## src/rtl/rrp_mult_sched.sv

```systemverilog
// Round-robin scheduler that lets two requesters share one fixed-latency pipelined multiplier.
// In-flight ops are tracked with a tag pipeline, and results return in order through a credit-protected FIFO.
module rrp_mult_sched #(
  parameter int unsigned WIDTH      = 4,
  parameter int unsigned RADIX      = 4,
  parameter int unsigned LAT        = 2,
  parameter int unsigned FIFO_DEPTH = 8,
  localparam int unsigned D  = $clog2(RADIX) + 1,
  localparam int unsigned OW = D * WIDTH,
  localparam int unsigned PW = D * (2 * WIDTH + 1)
) (
  input  logic          clock,
  input  logic          reset,
  input  logic          a_valid,
  output logic          a_ready,
  input  logic [OW-1:0] a_x,
  input  logic [OW-1:0] a_y,
  input  logic          b_valid,
  output logic          b_ready,
  input  logic [OW-1:0] b_x,
  input  logic [OW-1:0] b_y,
  output logic [OW-1:0] mul_x,
  output logic [OW-1:0] mul_y,
  input  logic [PW-1:0] mul_p,
  output logic          r_valid,
  input  logic          r_ready,
  output logic [PW-1:0] r_p,
  output logic          r_id,
  output logic          busy
);

  localparam int unsigned AW = (FIFO_DEPTH > 1) ? $clog2(FIFO_DEPTH) : 1;
  localparam int unsigned CW = $clog2(FIFO_DEPTH + 1);
  localparam int unsigned IW = $clog2(LAT + 2);
  localparam int unsigned SW = $clog2(FIFO_DEPTH + LAT + 2) + 1;

  logic          ptr;
  logic [LAT:0]  tag_v;
  logic [LAT:0]  tag_id;
  logic [CW-1:0] count;
  logic [AW-1:0] wr_ptr;
  logic [AW-1:0] rd_ptr;
  logic [PW-1:0] mem_p [FIFO_DEPTH];
  logic [FIFO_DEPTH-1:0] mem_id;

  logic [IW-1:0] inflight;
  logic          issue_ok;
  logic          grant_a;
  logic          grant_b;
  logic          push;
  logic          pop;

  function automatic logic [AW-1:0] wrap_inc(input logic [AW-1:0] p);
    return (p == AW'(FIFO_DEPTH - 1)) ? '0 : p + AW'(1);
  endfunction

  // Credit and arbitration; both credit terms are registered.
  always_comb begin
    inflight = '0;
    for (int unsigned i = 0; i <= LAT; i++) begin
      inflight = inflight + IW'(tag_v[i]);
    end
    issue_ok = (SW'(inflight) + SW'(count)) < SW'(FIFO_DEPTH);
    a_ready  = issue_ok & (~ptr | ~b_valid);
    b_ready  = issue_ok & (ptr | ~a_valid);
    grant_a  = a_valid & a_ready;
    grant_b  = b_valid & b_ready;
    push     = tag_v[LAT];
    r_valid  = (count != '0);
    pop      = r_valid & r_ready;
    r_p      = r_valid ? mem_p[rd_ptr] : '0;
    r_id     = r_valid & mem_id[rd_ptr];
    busy     = (|tag_v) | r_valid;
  end

  // Issue stage, priority pointer and tag pipeline.
  always_ff @(posedge clock or posedge reset) begin
    if (reset) begin
      ptr    <= 1'b0;
      mul_x  <= '0;
      mul_y  <= '0;
      tag_v  <= '0;
      tag_id <= '0;
    end else begin
      if (grant_a) begin
        mul_x <= a_x;
        mul_y <= a_y;
        ptr   <= 1'b1;
      end else if (grant_b) begin
        mul_x <= b_x;
        mul_y <= b_y;
        ptr   <= 1'b0;
      end else begin
        mul_x <= '0;
        mul_y <= '0;
      end
      tag_v  <= {tag_v[LAT-1:0], grant_a | grant_b};
      tag_id <= {tag_id[LAT-1:0], grant_b};
    end
  end

  // Result FIFO pointers and occupancy.
  always_ff @(posedge clock or posedge reset) begin
    if (reset) begin
      wr_ptr <= '0;
      rd_ptr <= '0;
      count  <= '0;
    end else begin
      if (push) wr_ptr <= wrap_inc(wr_ptr);
      if (pop)  rd_ptr <= wrap_inc(rd_ptr);
      case ({push, pop})
        2'b10:   count <= count + CW'(1);
        2'b01:   count <= count - CW'(1);
        default: count <= count;
      endcase
    end
  end

  // Storage needs no reset: the head is masked while the FIFO is empty.
  always_ff @(posedge clock) begin
    if (push) begin
      mem_p[wr_ptr]  <= mul_p;
      mem_id[wr_ptr] <= tag_id[LAT];
    end
  end

endmodule

```

## config.mk

```make
export PLATFORM = sky130hd
export DESIGN_NAME = rrp_mult_sched
export DESIGN_NICKNAME = d
export VERILOG_FILES = /design/src/rtl/rrp_mult_sched.sv
export SDC_FILE = /design/constraint.sdc
export NUM_CORES = 1
export LEC_CHECK = 0
export ABC_AREA = 1
export ABC_CLOCK_PERIOD_IN_PS = 3600
export BUFFER_PORTS_ARGS = -buffer_cell sky130_fd_sc_hd__clkbuf_2
export CORE_ASPECT_RATIO = 1.1
export CORE_MARGIN = 4
export CORE_UTILIZATION = 35
export DETAILED_ROUTE_END_ITERATION = 8
export PLACE_DENSITY = 0.57
export SLEW_MARGIN = 20
export SYNTH_ARGS = -nofsm -noshare
export SYNTH_HDL_FRONTEND = slang
export SYNTH_SLANG_ARGS = --single-unit
```

## constraint.sdc

```tcl
create_clock -name clock -period 3.6 [get_ports clock]
set_clock_uncertainty 0.05 [all_clocks]
set_input_delay 0.54 -clock clock [delete_from_list [all_inputs] [get_ports clock]]
set_output_delay 0.54 -clock clock [all_outputs]
set_load 0.005 [all_outputs]
```

# Word-level counts from Yosys, hierarchy flattened
# Memory sizes are Yosys's and may differ from the RTL's.
# Cells that the tools add are included.
[totals] ram_bits=216 word_cells=60 input_bits=80 out_inout_bits=56 memories=1 ff_bits=49
[classes] n_eq_ne=4 bitwise_logic=13 n_mux=17 n_addsub=7 n_lt_le_gt_ge=4 reduce_logical=5
[mem_list] name="mem_p" depth=8 width=27 read_ports=1 rd_ports_with_merged_regs=0 wr=1 line="43" source="logic [PW-1:0] mem_p [FIFO_DEPTH];"
[op_table] operator="2-to-1 mux 12 bit" count=4
[op_table] operator="2-to-1 mux 27 bit" count=1
[op_table] operator="bitwise mux 8 bit" count=1
[op_table] operator="less-than comparator 3 x 4 -> 1 bit (second input constant)" count=2
[op_table] operator="one-hot mux 4 bit (2 select lines)" count=1
[op_table] operator="adder 3 x 1 -> 3 bit (second input constant)" count=2
[op_table] operator="bitwise AND 1 bit" count=6
[op_table] operator="equality test 3 bit (second input constant)" count=2
[op_table] operator="2-to-1 mux 1 bit" count=6
[op_table] operator="2-to-1 mux 3 bit" count=2
[op_table] operator="adder 2 x 4 -> 5 bit" count=1
[op_table] operator="less-than comparator 5 x 4 -> 1 bit (second input constant)" count=1
[op_table] operator="adder 4 x 1 -> 4 bit (second input constant)" count=1
[op_table] operator="bitwise OR 1 bit" count=4
[op_table] operator="nonzero test 2 bit" count=2
[op_table] operator="nonzero test 4 bit" count=1
[op_table] operator="subtractor 4 x 1 -> 4 bit (second input constant)" count=1
[op_table] operator="binary-select mux 1 bit (select 3 bit)" count=1
[op_table] operator="demux 1 bit (select 3 bit)" count=1
[op_table] operator="greater-or-equal comparator 3 x 1 -> 1 bit (second input constant)" count=1
[op_table] operator="NOT 1 bit" count=3
[op_table] operator="OR reduction 3 bit" count=1
[op_table] operator="adder 1 x 1 -> 2 bit" count=1
[op_table] operator="adder 2 x 1 -> 2 bit" count=1
[op_table] operator="3 further kinds" count=3

# Longest topological paths before layout
[depth] ltp_word=8 depth_mapped=12 mapped_depth_nobuf=12

# Least setup slack after synthesis
# No wires, ideal clock.
[synth_timing] path_type="flip-flop to output port" startpoint="reg tag_v[0]" endpoint="out a_ready" setup_slack_ns=1.352 t_arrival_ns=1.658 path_stages_with_launch=9 t_required_ns=3.010 path_buffers=1 path_cell_list="dfrtp_1 fa_1 ha_1 nand2_1 inv_1 nand2_2 nand3_4 nor2_4 buf_6"
[synth_via] elab_chain_cells=5
[synth_rtl] item="start, declared" line="38" source="logic [LAT:0] tag_v;"
[synth_rtl] item="start signal, assigned" line="97" source="tag_v <= {tag_v[LAT-1:0], grant_a | grant_b};"
[synth_rtl] item="adder 1 x 1 -> 2 bit" line="61" source="inflight = inflight + IW'(tag_v[i]);"
[synth_rtl] item="adder 2 x 1 -> 2 bit" line="61"
[synth_rtl] item="adder 2 x 4 -> 5 bit" line="63" source="issue_ok = (SW'(inflight) + SW'(count)) < SW'(FIFO_DEPTH);"
[synth_rtl] item="less-than comparator 5 x 4 -> 1 bit" line="63"
[synth_rtl] item="bitwise AND 1 bit" line="64" source="a_ready = issue_ok & (~ptr | ~b_valid);"
[synth_rtl] item="end, declared" line="15" source="output logic a_ready,"
# No other way between the ends.

# Worst setup path in the final report
[layout_timing] startpoint="reg rd_ptr[0]" endpoint="out r_p[23]"
[layout_via] elab_chain_cells=2
[layout_rtl] item="start, declared" line="42" source="logic [AW-1:0] rd_ptr;"
[layout_rtl] item="start signal, assigned" line="110" source="if (pop) rd_ptr <= wrap_inc(rd_ptr);"
[layout_rtl] item="memory read (8 x 27 bit)"
[layout_rtl] item="2-to-1 mux 27 bit" line="71" source="r_p = r_valid ? mem_p[rd_ptr] : '0;"
[layout_rtl] item="end, declared" line="27" source="output logic [PW-1:0] r_p,"
# No other way between the ends.

==> qor.csv <==
stage,metric,value,unit
grt,initial antenna violation count,2,
setup_path,CP max FO,36,
drt,DR pass1 iterations,4,
sta,min cycle time layout,3.01,ns
clock_network,CTS tree,yes,
sta,"Slew Viols, Final",0,
floorplanning,standard-cell rows,67,
yosys,Area contributors post-synth,"edfxtp_1, nor2_1, dfrtp_1",
yosys,Synth area leader,edfxtp_1,
grt,via count of the first global-routing pass,7238,
sta,Rel. slew slack,0.293,
setup_path,CP startpoint,rd_ptr[0],
grt,GRT Total Usage,0.143,
yosys,Synth top area share,0.615,
setup_path,Crit Path Category,flop to primary output,
clock_network,clk sinks,265,
drt,total wire length,25.0,mm
cells_and_area,Reg area,7760,µm²
cells_and_area,most frequent cells in the layout,"nor2_1, edfxtp_1, clkbuf_2, nand2_1, nand3_1",
clock_network,Worst-path clk slew,0.06,ns
floorplanning,Die X,177,µm
job,maxcap violations,0,
drt,vias,7175,
sta,post-route clock period utilization,0.837,
grt,first-pass GRT wire length,39.2,mm
floorplanning,Starting Density,0.356,
yosys,ys flop type,edfxtp_1,
sta,fmax,0.332,GHz
yosys,Avg Inst Size Synth,11.3,µm²
drt,detailed-route wire length per cell,16.2,µm
sta,Slew @ Worst Pin,1.06,ns
drt,Iter 0 DRT Violations,459,
placement,GPL Wtd Cong,0.784,
clock_network,number of gates resized after cts,0,
cells_and_area,Multi-input gate area,2810,µm²
power_and_ir_drop,Max IR drop VDD,0.512,mV
floorplanning,core box area,30700,µm²
clock_network,H-tree depth,1,
clock_network,clock buffer depth,3,
yosys,synth unique cells,27,
sta,Fin. Hold Viols,0,
worst_hold_path,Worst Hold Class,primary input to asynchronous set/reset pin,
power_and_ir_drop,P_leak,5.17,nW
cells_and_area,Nets,1193,
setup_path,Critical Path AT,2.42,ns
status,status,finished clean,
setup_path,crit path launch type,flop,
grt,largest net degree at the start of global routing,85,
yosys,Post-Syn Instances,967,
placement,placed wire-length estimate,15.0,mm
yosys,"Async S/R FF share, synth",0.155,
floorplanning,Die ar.,34100,µm²
cells_and_area,area delta synth->final,18.2,%
yosys,Post-Syn Area,10900,µm²
sta,hold slack,0.121,ns
floorplanning,Top-Level Pins,136,
power_and_ir_drop,Cell Pwr Density,834,nW/µm²
sta,RSZ-0062 raised after global routing,no,
clock_network,buffer count from post-CTS setup fixing,0,
cells_and_area,layout cells sized above 1,0.194,
yosys,Ys Warns,0,
yosys,number of synthesized register bits,265,
setup_path,R2R Path Start,count[0],
setup_path,RR Endpoint,count[3],
sta,Setup TNS,0,ns
drt,Via density,4.67,
clock_network,"Hold-fix buffers, CTS",0,
setup_path,flop2flop setup slack,1.05,ns
clock_network,Clock Latency Late Sink,0.53,ns
yosys,Syn Nets,1058,
setup_path,CP required,3.01,ns
sta,final setup violation count,0,
cells_and_area,Layout fillers,2937,
placement,port buffer count,135,
clock_network,root buf cell,clkbuf_16,
yosys,sequential fraction of the synthesis area,0.709,
setup_path,cells on worst reg2reg path,12,
floorplanning,Die H,193,µm
clock_network,CTS Buf Count,29,
cells_and_area,"commonest non-fill, non-tap cell in the layout",nor2_1,
drt,Residual DRC,0,
drt,post-route ant nets,0,
grt,grt ovf,0,
yosys,Post-synth EDFFs,224,
setup_path,Setup crit end kind,primary output,
[critical path: stages, from the launching register on]
cell	delay [ns]
dfrtp_4	0.64
inv_4	0.36
buf_4	0.29
o21ai_1	0.11
nand3_1	0.10
nand2_1	0.06
nor2_1	0.15
clkbuf_2	0.16
[synth_stat cells (3+ instances only)]
library cell	count
ha_1	9
buf_1	7
buf_6	12
nand3_1	79
clkbuf_1	11
nor2_1	294
edfxtp_1	224
o21ai_1	59
o21ai_0	59
dfrtp_1	41
buf_4	3
nand2_1	110
buf_2	21
inv_1	20
[per-layer routing]
metal | up-vias | GRT usage | routed length [µm]
met5 | - | 0 | 13
met1 | 3358 | 0.180 | 10800
met3 | 40 | 0.0303 | 1520
met2 | 196 | 0.248 | 12100
li1 | 3579 | - | -
met4 | 2 | 0.0407 | 533
[how the worst max path moves through the flow]
| stage | to | slack, ns | cells after the start |
|---|---|---|---|
| global placement | count[3] | 1.10 | 12 |
| CTS | r_p[23] | 0.54 | 7 |
| floorplan | a_ready | 1.35 | 8 |
| global route | r_p[16] | 0.41 | 7 |
| finish | r_p[23] | 0.59 | 7 |
| detailed placement | count[3] | 1.03 | 12 |
[logic make-up after synthesis]
group,Yosys count,synth area share
and+or+nand+nor,489,0.180
xor gates and xnor gates,3,0.00240
DFF,265,0.709
AOI/OAI and AO/OA,120,0.0551
adders and majority gates,11,0.0140
buffers and inverters,79,0.0392
[where the power goes]
| group | internal (mW) | leakage [nW] | switching (mW) |
|---|---|---|---|
| registers | 3.95 | 2.55 | 0.296 |
| logic | 1.36 | 2.21 | 2.52 |
| clock network | 1.52 | 0.416 | 1.14 |
| total | 6.83 | 5.17 | 3.95 |
[layout make-up]
cell class / instances / share of cell area
antenna: 1 / 0.000194
clock buffer: 40 / 0.0609
clock inverter: 12 / 0.00532
inverter: 23 / 0.00687
multi-input combinational: 623 / 0.218
sequential: 265 / 0.600
tap: 414 / 0.0401
timing repair buffer: 160 / 0.0687
[flip-flops by register name (all words and copies together) (netlist names)]
register	count
tag_v	3
mem_p	216
wr_ptr	3
ptr	1
tag_id	3
mul_x	12
rd_ptr	3
mem_id	8
mul_y	12
count	4
[metrics by stage]
stage | utilization | power, mW | std cells | setup slack, ns | instance area (µm²)
global placement | 0.393 | 8.23 | 1485 | 1.10 | 12100
global route | 0.421 | 11.6 | 1538 | 0.408 | 12900
detailed placement | 0.393 | 8.27 | 1485 | 1.03 | 12100
finish | 0.421 | 10.8 | 1538 | 0.588 | 12900
CTS | 0.421 | 11.0 | 1537 | 0.537 | 12900
floorplan | - | 6.86 | 967 | 1.35 | 10900
Note: power is estimated with default switching activity, not from simulation.
